$ cat src/rtl/avalon_burst_host_pkg.sv
// Shared types and constants for the Avalon-MM burst host.
package avalon_burst_host_pkg;

   typedef enum logic [2:0] {IDLE, WR, RD_REQ, RD_DATA, DONE} state_t;

   localparam int WORD_BYTES = 4;

   function automatic int max_burst(input int burstcount_w);
      return 1 << (burstcount_w - 1);
   endfunction

endpackage

$ cat src/rtl/avalon_if.sv
// Avalon-MM bus bundle with a 32-bit data path; host and agent views.
interface avalon_if #(
   parameter int ADDR_W       = 32,
   parameter int BURSTCOUNT_W = 4
);
   logic [ADDR_W-1:0]       address;
   logic [BURSTCOUNT_W-1:0] burstcount;
   logic                    read;
   logic                    write;
   logic [31:0]             writedata;
   logic [3:0]              byteenable;
   logic [31:0]             readdata;
   logic                    readdatavalid;
   logic                    waitrequest;

   modport host (
      output address, burstcount, read, write, writedata, byteenable,
      input  readdata, readdatavalid, waitrequest
   );

   modport agent (
      input  address, burstcount, read, write, writedata, byteenable,
      output readdata, readdatavalid, waitrequest
   );
endinterface

$ cat src/rtl/burst_splitter.sv
// Tracks the running address and words remaining; presents the next burst length.
module burst_splitter
   import avalon_burst_host_pkg::*;
#(
   parameter int ADDR_W       = 32,
   parameter int BURSTCOUNT_W = 4,
   parameter int LEN_W        = 16
) (
   input  logic                    clk,
   input  logic                    reset,
   input  logic                    load,
   input  logic [ADDR_W-1:0]       load_address,
   input  logic [LEN_W-1:0]        load_len,
   input  logic                    burst_end,
   output logic [ADDR_W-1:0]       address,
   output logic [BURSTCOUNT_W-1:0] burst_len,
   output logic                    last_burst
);
   localparam int MAX_BURST = max_burst(BURSTCOUNT_W);

   logic [ADDR_W-1:0]       address_reg;
   logic [LEN_W-1:0]        remaining_reg;
   logic [LEN_W-1:0]        remaining_next;
   logic [BURSTCOUNT_W-1:0] burst_len_reg;

   function automatic logic [BURSTCOUNT_W-1:0] clip(input logic [LEN_W-1:0] n);
      if (n < LEN_W'(MAX_BURST))
         return BURSTCOUNT_W'(n);
      return BURSTCOUNT_W'(MAX_BURST);
   endfunction

   assign remaining_next = remaining_reg - LEN_W'(burst_len_reg);

   // Burst length is registered so burstcount never glitches while a burst is live.
   always_ff @(posedge clk or negedge reset) begin
      if (!reset) begin
         address_reg   <= '0;
         remaining_reg <= '0;
         burst_len_reg <= BURSTCOUNT_W'(1);
      end else if (load) begin
         address_reg   <= load_address;
         remaining_reg <= load_len;
         burst_len_reg <= clip(load_len);
      end else if (burst_end) begin
         address_reg   <= address_reg + ADDR_W'(burst_len_reg) * ADDR_W'(WORD_BYTES);
         remaining_reg <= remaining_next;
         burst_len_reg <= clip(remaining_next);
      end
   end

   assign address    = address_reg;
   assign burst_len  = burst_len_reg;
   assign last_burst = (remaining_reg == LEN_W'(burst_len_reg));
endmodule

$ cat src/rtl/avalon_burst_host.sv
// Splits word-count commands into Avalon-MM bursts, one burst in flight at a time.
// Define AVALON_BURST_HOST_BE_EN to add cmd_byteenable for masked writes.
module avalon_burst_host
   import avalon_burst_host_pkg::*;
#(
   parameter int ADDR_W       = 32,
   parameter int BURSTCOUNT_W = 4,
   parameter int LEN_W        = 16
) (
   input  logic              clk,
   input  logic              reset,
   input  logic              cmd_valid,
   output logic              cmd_ready,
   input  logic              cmd_write,
   input  logic [ADDR_W-1:0] cmd_address,
   input  logic [LEN_W-1:0]  cmd_len,
`ifdef AVALON_BURST_HOST_BE_EN
   input  logic [3:0]        cmd_byteenable,
`endif
   input  logic              wr_valid,
   output logic              wr_ready,
   input  logic [31:0]       wr_data,
   output logic              rd_valid,
   output logic [31:0]       rd_data,
   output logic              done,
   avalon_if.host            avalon_h
);
   state_t                  state;
   logic                    read_reg;
   logic                    done_reg;
   logic                    cmd_ready_reg;
   logic [BURSTCOUNT_W-1:0] beat_cnt;
   logic [BURSTCOUNT_W-1:0] burst_len;
   logic [ADDR_W-1:0]       burst_address;
   logic                    last_burst;
   logic                    load;
   logic                    beat;
   logic                    last_beat;
   logic                    burst_end;
   logic                    write_now;
   logic [3:0]              wr_be;
   logic [1:0]              unused_addr_bits;

   assign unused_addr_bits = cmd_address[1:0];
   assign load      = cmd_valid && cmd_ready_reg;
   assign write_now = (state == WR) && wr_valid;
   assign beat      = (write_now && !avalon_h.waitrequest) ||
                      ((state == RD_DATA) && avalon_h.readdatavalid);
   assign last_beat = (beat_cnt == burst_len - BURSTCOUNT_W'(1));
   assign burst_end = beat && last_beat;

   burst_splitter #(
      .ADDR_W       (ADDR_W),
      .BURSTCOUNT_W (BURSTCOUNT_W),
      .LEN_W        (LEN_W)
   ) u_splitter (
      .clk          (clk),
      .reset        (reset),
      .load         (load),
      .load_address ({cmd_address[ADDR_W-1:2], 2'b00}),
      .load_len     (cmd_len),
      .burst_end    (burst_end),
      .address      (burst_address),
      .burst_len    (burst_len),
      .last_burst   (last_burst)
   );

`ifdef AVALON_BURST_HOST_BE_EN
   logic [3:0] be_reg;
   always_ff @(posedge clk or negedge reset) begin
      if (!reset)
         be_reg <= 4'hF;
      else if (load)
         be_reg <= cmd_byteenable;
   end
   assign wr_be = be_reg;
`else
   assign wr_be = 4'hF;
`endif

   always_ff @(posedge clk or negedge reset) begin
      if (!reset) begin
         state         <= IDLE;
         read_reg      <= 1'b0;
         done_reg      <= 1'b0;
         cmd_ready_reg <= 1'b1;
         beat_cnt      <= '0;
      end else begin
         done_reg <= 1'b0;
         if (beat)
            beat_cnt <= last_beat ? '0 : beat_cnt + BURSTCOUNT_W'(1);
         case (state)
            IDLE: if (load) begin
               cmd_ready_reg <= 1'b0;
               beat_cnt      <= '0;
               if (cmd_len == '0) begin
                  state    <= DONE;
                  done_reg <= 1'b1;
               end else if (cmd_write) begin
                  state <= WR;
               end else begin
                  state    <= RD_REQ;
                  read_reg <= 1'b1;
               end
            end
            WR: if (burst_end && last_burst) begin
               state    <= DONE;
               done_reg <= 1'b1;
            end
            RD_REQ: if (!avalon_h.waitrequest) begin
               read_reg <= 1'b0;
               state    <= RD_DATA;
            end
            // Next read request goes out only once the previous burst has fully returned.
            RD_DATA: if (burst_end) begin
               if (last_burst) begin
                  state    <= DONE;
                  done_reg <= 1'b1;
               end else begin
                  state    <= RD_REQ;
                  read_reg <= 1'b1;
               end
            end
            DONE: begin
               state         <= IDLE;
               cmd_ready_reg <= 1'b1;
            end
            default: state <= IDLE;
         endcase
      end
   end

   assign cmd_ready           = cmd_ready_reg;
   assign done                = done_reg;
   assign wr_ready            = write_now && !avalon_h.waitrequest;
   assign rd_valid            = (state == RD_DATA) && avalon_h.readdatavalid;
   assign rd_data             = rd_valid ? avalon_h.readdata : 32'h0;
   assign avalon_h.address    = burst_address;
   assign avalon_h.burstcount = burst_len;
   assign avalon_h.read       = read_reg;
   assign avalon_h.write      = write_now;
   assign avalon_h.writedata  = wr_data;
   assign avalon_h.byteenable = (state == WR) ? wr_be : 4'hF;
endmodule
$ cat src/flat_wrapper.sv
// flat-port wrapper written by rule: the top's interface ports become plain ports
module avalon_burst_host_flat import avalon_burst_host_pkg::*;
#(
   parameter int ADDR_W       = 32,
   parameter int BURSTCOUNT_W = 4,
   parameter int LEN_W        = 16
)
  (clk, reset, cmd_valid, cmd_ready, cmd_write, cmd_address, cmd_len, wr_valid, wr_ready, wr_data, rd_valid, rd_data, done, avalon_h_address, avalon_h_burstcount, avalon_h_read, avalon_h_write, avalon_h_writedata, avalon_h_byteenable, avalon_h_readdata, avalon_h_readdatavalid, avalon_h_waitrequest);
  avalon_if #(.ADDR_W(ADDR_W), .BURSTCOUNT_W(BURSTCOUNT_W)) avalon_h_i ();
  input  logic clk;
  input  logic reset;
  input  logic cmd_valid;
  output logic cmd_ready;
  input  logic cmd_write;
  input  logic [ADDR_W-1:0] cmd_address;
  input  logic [LEN_W-1:0] cmd_len;
  input  logic wr_valid;
  output logic wr_ready;
  input  logic [31:0] wr_data;
  output logic rd_valid;
  output logic [31:0] rd_data;
  output logic done;
  output wire logic [$bits(avalon_h_i.address)-1:0] avalon_h_address;
  output wire logic [$bits(avalon_h_i.burstcount)-1:0] avalon_h_burstcount;
  output wire logic [$bits(avalon_h_i.read)-1:0] avalon_h_read;
  output wire logic [$bits(avalon_h_i.write)-1:0] avalon_h_write;
  output wire logic [$bits(avalon_h_i.writedata)-1:0] avalon_h_writedata;
  output wire logic [$bits(avalon_h_i.byteenable)-1:0] avalon_h_byteenable;
  input wire logic [$bits(avalon_h_i.readdata)-1:0] avalon_h_readdata;
  input wire logic [$bits(avalon_h_i.readdatavalid)-1:0] avalon_h_readdatavalid;
  input wire logic [$bits(avalon_h_i.waitrequest)-1:0] avalon_h_waitrequest;
  assign avalon_h_address = avalon_h_i.address;
  assign avalon_h_burstcount = avalon_h_i.burstcount;
  assign avalon_h_read = avalon_h_i.read;
  assign avalon_h_write = avalon_h_i.write;
  assign avalon_h_writedata = avalon_h_i.writedata;
  assign avalon_h_byteenable = avalon_h_i.byteenable;
  assign avalon_h_i.readdata = avalon_h_readdata;
  assign avalon_h_i.readdatavalid = avalon_h_readdatavalid;
  assign avalon_h_i.waitrequest = avalon_h_waitrequest;
  avalon_burst_host #(.ADDR_W(ADDR_W), .BURSTCOUNT_W(BURSTCOUNT_W), .LEN_W(LEN_W)) u_core (.clk(clk), .reset(reset), .cmd_valid(cmd_valid), .cmd_ready(cmd_ready), .cmd_write(cmd_write), .cmd_address(cmd_address), .cmd_len(cmd_len), .wr_valid(wr_valid), .wr_ready(wr_ready), .wr_data(wr_data), .rd_valid(rd_valid), .rd_data(rd_data), .done(done), .avalon_h(avalon_h_i));
endmodule
$ cat config.mk
export PLATFORM = sky130hd
export DESIGN_NAME = avalon_burst_host_flat
export DESIGN_NICKNAME = d
export VERILOG_FILES = /design/src/rtl/avalon_burst_host_pkg.sv /design/src/rtl/avalon_if.sv /design/src/rtl/burst_splitter.sv /design/src/rtl/avalon_burst_host.sv /design/src/flat_wrapper.sv
export SDC_FILE = /design/constraint.sdc
export NUM_CORES = 1
export LEC_CHECK = 0
export ABC_AREA = 0
export BUFFER_PORTS_ARGS = -buffer_cell sky130_fd_sc_hd__buf_4
export CORE_MARGIN = 4
export CORE_UTILIZATION = 50
export DETAILED_ROUTE_END_ITERATION = 6
export GPL_TIMING_DRIVEN = 0
export HOLD_SLACK_MARGIN = 0.05
export PLACE_DENSITY = 0.92
export SLEW_MARGIN = 20
export SYNTH_ARGS = -nofsm -noshare
export SYNTH_HDL_FRONTEND = slang
export SYNTH_SLANG_ARGS = --single-unit
$ cat constraint.sdc
create_clock -name clk -period 8.9 [get_ports clk]
set_clock_uncertainty 0.15 [all_clocks]
set_input_delay 0.445 -clock clk [delete_from_list [all_inputs] [get_ports clk]]
set_output_delay 0.445 -clock clk [all_outputs]
set_load 0.05 [all_outputs]
After elaboration in Yosys (flattened, before gate mapping)
Index checks and enable logic that the tools add are counted.
W data, S select, Z words.
- register bits: 62
- input bits: 119
- logic and storage cells: 86
- $add $sub $neg: 4
- magnitude comparators: 2
- eq/ne operators: 13
- muxes and demuxes: 43
- reductions and logical operators: 16
- operators with widths (cell ; number):
    $mux W32 ; 3
    $mux W4 ; 10
    $add A32 B6 Y32 ; 1
    $lt A16 B4 Y1 const B ; 2
    $mux W16 ; 2
    $mux W3 ; 6
    $mux W1 ; 17
    $eq A16 B4 Y1 ; 1
    $logic_not A16 Y1 ; 1
    $sub A16 B4 Y16 ; 1
    $pmux W3 S4 ; 1
    $ne A2 B2 Y1 const B ; 5
    $reduce_and A7 Y1 ; 1
    $eq A3 B2 Y1 const B ; 2
    $logic_and A1 B1 Y1 ; 6
    $pmux W1 S3 ; 2
    $add A4 B1 Y4 const B ; 1
    $eq A4 B4 Y1 ; 1
    $ne A2 B1 Y1 const B ; 2
    $reduce_and A4 Y1 ; 1
    $reduce_bool A2 Y1 ; 2
    $sub A4 B1 Y4 const B ; 1
    $eq A3 B1 Y1 const B ; 1
    $eq A3 B3 Y1 const B ; 1
    other kinds (7) ; 7

Logic depth before layout (Yosys ltp)
- word-level depth: 10
- mapped depth: 10
- mapped depth without buffers: 10

Hierarchy
A second synthesis with hierarchy kept.
- cell total of the unflattened synthesis: 502
- area, all modules: 4479.3 µm²
- modules (own cells, without submodules) (module ; times used ; cells each ; area each (µm²) ; seq. area each (µm²)):
    burst_splitter ; 1 ; 351 ; 3275.6 ; 1302.5
    avalon_burst_host ; 1 ; 151 ; 1203.7 ; 251.5

Worst setup path after synthesis
OpenSTA, ideal clock, no wires.
- path kind: reg2out
- from: register u_core.state[2]
- to: output wr_ready
- arrival time: 2.654 ns
- path slack: 5.651 ns
- cell stages (with the launch flop): 4
- path buffers: 0
- cells stage by stage: dfrtp_1 > nand2b_1 > nor3b_1 > nor2b_1
- cells in the longest elaborated chain, start to end: 3
- ends and longest elaborated chain (element ; line ; RTL):
    start: declaration ; avalon_burst_host.sv:28 ; state_t state;
    start signal: assignment ; avalon_burst_host.sv:83 ; state <= IDLE;
    start signal: assignment ; avalon_burst_host.sv:97 ; state <= DONE;
    start signal: assignment ; avalon_burst_host.sv:100 ; state <= WR;
    $eq A3 B1 Y1 ; avalon_burst_host.sv:46 ; assign write_now = (state == WR) && wr_valid;
    $logic_and A1 B1 Y1 ; avalon_burst_host.sv:46 ;
    net avalon_h_write ; flat_wrapper.sv:26 ; output wire logic [$bits(avalon_h_i.write)-1:0] avalon_h_write;
    $logic_and A1 B1 Y1 ; avalon_burst_host.sv:135 ; assign wr_ready = write_now && !avalon_h.waitrequest;
    end: declaration ; flat_wrapper.sv:18 ; output logic wr_ready;
The timed path passes the listed nets, and every way through them passes these cells.

Final worst setup path
- from: register u_core.u_splitter.burst_len_reg[0], in the netlist u_core.u_splitter.burst_len[0]
- to: register u_core.u_splitter.burst_len_reg[3], in the netlist u_core.u_splitter.burst_len[3]
- cells in the longest elaborated chain, start to end: 8
- ends and longest elaborated chain (element ; line ; RTL):
    start: declaration ; burst_splitter.sv:24 ; logic [BURSTCOUNT_W-1:0] burst_len_reg;
    start signal: assignment ; burst_splitter.sv:43 ; burst_len_reg <= clip(load_len);
    start signal: assignment ; burst_splitter.sv:47 ; burst_len_reg <= clip(remaining_next);
    $sub A16 B4 Y16 ; burst_splitter.sv:32 ; assign remaining_next = remaining_reg - LEN_W'(burst_len_reg);
    $lt A16 B4 Y1 ; burst_splitter.sv:27 ; if (n < LEN_W'(MAX_BURST))
    $mux W1 ; burst_splitter.sv:27 ;
    $mux W1 ; burst_splitter.sv:44 ; end else if (burst_end) begin
    $mux W1 ; burst_splitter.sv:40 ; end else if (load) begin
    $mux W4 ; burst_splitter.sv:29 ; return BURSTCOUNT_W'(MAX_BURST);
    $mux W4 ; burst_splitter.sv:44 ;
    $mux W4 ; burst_splitter.sv:40 ;
Several ways; a longest one is shown, not always the timed one. The select of a mux whose other input is x is not followed.
A chain may end at the register's enable or synchronous reset.

==> qor.yml <==
outcome:
  status: "complete, no violations"
power_and_ir_drop:
  switching_share_pct: 24.76
  power_density_mw_per_mm2: 106.9
  p_leak_nw: 2.936
  p_clk_share_pct: 43.3
  seq_power_share_pct: 41.9
  switchingPower_uw: 161.3
  p_int_uw: 490.4
  ir_worst_vdd_mv: 0.08117
  p_comb_share_pct: 14.7
drt:
  wirelength_mm: 13.50
  ant_nets: 0
  post-route-drc-count: 0
  avgRoutedWirePerCell_um: 16.70
  drtIter0Drc: 184
  firstDrtPassIters: 4
  vias: 4310
  post_drt_via_cell_ratio: 5.334
cells_and_area:
  fin_nets: 829
  drive_gt1_share_pct: 38.41
  n_fill_cell: 619
  antennaDiodeCount: 0
  final_cells: 808
  areaGrowthSynthToFinish_pct: 41.73
  largest_register_ffs: 30
synth:
  yosysMostFrequentCell: "dfrtp_1"
  synth_flop_cell: "dfrtp_1"
  synth_area_mm2: 0.004303
  synth_cell_types: 57
  synth_top_cell_by_area: "dfrtp_1"
  yosys-top-cells-area: "dfrtp_1 34%, xnor2_1 6.9%, buf_4 6.6%"
  synth_top_area_share_pct: 33.73
  ys_ff_latch: 60
  yosysWarnings: 0
  synth_common_cells: "58 x dfrtp_1, 53 x nand2_1, 38 x buf_4, 38 x o21ai_0"
  avgSynthCellArea_um2: 8.710
  synth_edf_count: 0
  netlist_instances: 494
  synthArstFlopShare_pct: 100.0
  yosysSeqAreaShare_pct: 34.95
setup_path:
  crit_type: "flop to flop"
  timing.rr.end: "u_core.u_splitter.burst_len[3]"
  reg2reg_depth: 9
  crit_path_start: "u_core.u_splitter.burst_len[0]"
  reg2reg_from: "u_core.u_splitter.burst_len[0]"
  worstPathMaxFanout: 8
  worst-endpoint-arrival_ps: 3420
  reg2reg_slack_ps: 5540
  cp-end-kind: "flop"
  cp-start-kind: "flop"
  critPathRequiredTime_ps: 8950
clock_network:
  cts_buffer_depth: 2
  clockRootBuffer: "clkbuf_8"
  post_cts_buffers: 0
  numCtsBuffers: 9
  clock-sinks: 60
  htree_levels: 3
  clkTransAtPathRegs_ps: 70
  worst_skew_pair.late_latency_ps: 340
  cts_tree: "built"
die:
  initial_core_util_pct: 51.85
  die_h_um: 100.8
  die_x_um: 100.8
  core_mm2: 0.008299
  dieArea_mm2: 0.01015
  ios: 229
  row_count: 33
sta:
  fin_crit_ps: 3364
  rsz0062_at_grt: "no"
  final_max_slew_viol_count: 0
  fin_crit_sh_pct: 37.80
  timing.slew.headroom_pct: 50.31
  timing_hold_violations_final: 0
  worst_slew_pin_slew_ps: 745.3
  hold_ws_ps: 153.2
  tns_ps: 0
  max_freq_mhz: 297.3
  setup-violations-final: 0
  fin_ws_ps: 5536
global_routing:
  gr-total-overflow: 0
  grt_usage_pct: 26.49
  grt_max_degree: 61
  grt_pass1_vias: 4379
  antenna_found_initial: 0
  grt_pass1_wl_mm: 21.33
placement:
  port_buffers: 188
  dp.final_hpwl_mm: 10.65
  gp_congestion: 0.9386
  place_ws_ps: 5626
  dp_cells: 791
hold_path:
  min_to: "u_core.u_splitter.address[22]"
  min_from: "cmd_address[22]"
  hold_class: "input pin to flop"
  whs_path_depth: 3
run:
  max_cap_viol_count: 0
metal layers:
layer | GRT usage, % | vias up | wire, um
met3 | 7.197 | 20 | 1021
met5 | 0 | - | 0
li1 | - | 2047 | -
met1 | 34.02 | 2063 | 5293
met4 | 8.394 | 0 | 247
met2 | 43.39 | 180 | 6935
placed cells by master, fill, tap and decap left out, types with 3 or more instances in the layout:
master | synthesis | final
nand3_1 | 10 | 10
nor3_1 | 17 | 17
dfrtp_1 | 58 | 58
ha_1 | 10 | 10
nand4_1 | 4 | 4
a21o_1 | 4 | 4
o2111ai_1 | 4 | 4
clkbuf_1 | 14 | 15
nand4b_1 | 4 | 4
a21oi_1 | 11 | 11
xnor2_1 | 34 | 34
xor2_1 | 14 | 14
buf_2 | 6 | 6
and2_1 | 34 | 34
mux2i_1 | 7 | 7
o21ai_0 | 38 | 38
clkbuf_8 | 0 | 11
and4_1 | 3 | 3
nor3_2 | 6 | 6
or4_1 | 3 | 3
and3_1 | 4 | 4
nor4_1 | 5 | 5
a31oi_1 | 3 | 3
inv_1 | 21 | 21
nand2_1 | 53 | 53
o21ai_1 | 6 | 6
conb_1 | 2 | 6
o21a_1 | 3 | 3
nor2_1 | 32 | 32
a22o_1 | 5 | 5
buf_4 | 38 | 226
nor2b_1 | 3 | 3
power groups by stage:
| stage | Sequential [mW] | Clock, mW | Combinational (mW) |
|---|---|---|---|
| after floorplan | 0.278 | 0 | 0.0487 |
| after detailed placement | 0.278 | 0 | 0.0960 |
| after global routing | 0.273 | 0.297 | 0.102 |
| final | 0.273 | 0.282 | 0.0961 |
| after global placement | 0.278 | 0 | 0.0948 |
| after CTS | 0.273 | 0.285 | 0.0965 |
kinds of logic (layout without fill, tap and decap cells):
group	Yosys count	after routing	synth area share, %
fa+ha+maj	12	12	3.838
compound gates	86	86	12.39
xor+xnor	49	49	10.32
mux	9	9	2.152
buf+inv	81	286	10.90
other cells	2	6	0.1745
flops	60	60	34.95
simple gates	195	195	25.27
worst max-delay path by stage:
stage	endpoint	slack [ps]
floorplan	wr_ready	5650
global placement	u_core.u_splitter.burst_len[3]	5700
detailed placement	u_core.u_splitter.burst_len[3]	5630
CTS	u_core.u_splitter.burst_len[3]	5590
global route	u_core.u_splitter.burst_len[3]	5260
finish	u_core.u_splitter.burst_len[3]	5540
final cells by class:
type / instances / area (um^2) / area share (%)
buffer: 60 / 390.4 / 6.401
clock buffer: 12 / 155.1 / 2.544
clock inverter: 4 / 72.57 / 1.190
inverter: 21 / 78.83 / 1.293
multi-input combinational: 357 / 2345 / 38.45
sequential: 60 / 1504 / 24.66
tap: 105 / 131.4 / 2.154
timing repair buffer: 189 / 1421 / 23.31
critical path: stages (launching register included):
cell and delay, ps:
dfstp_2 630, ha_1 200, inv_1 60, fa_1 410, a21o_1 180, a21oi_1 560
and4_1 280, o2111ai_1 120, nor4_2 490, o22ai_1 150
per-stage QoR:
step           utilization, %  area, um^2  power, mW
2_1_floorplan               -        4318     0.3271
3_3_place_gp            70.62        5861     0.3731
3_5_place_dp            70.62        5861     0.3743
4_1_cts                 73.48        6098     0.6551
5_1_grt                 73.48        6098     0.6722
6_report                73.48        6098     0.6517
repair_timing:
item,CTS,global route
hold buffers,1,0
hold endpoints to repair,49,0
resized for setup,0,0
No activity file was read; power rests on OpenSTA's default activity.
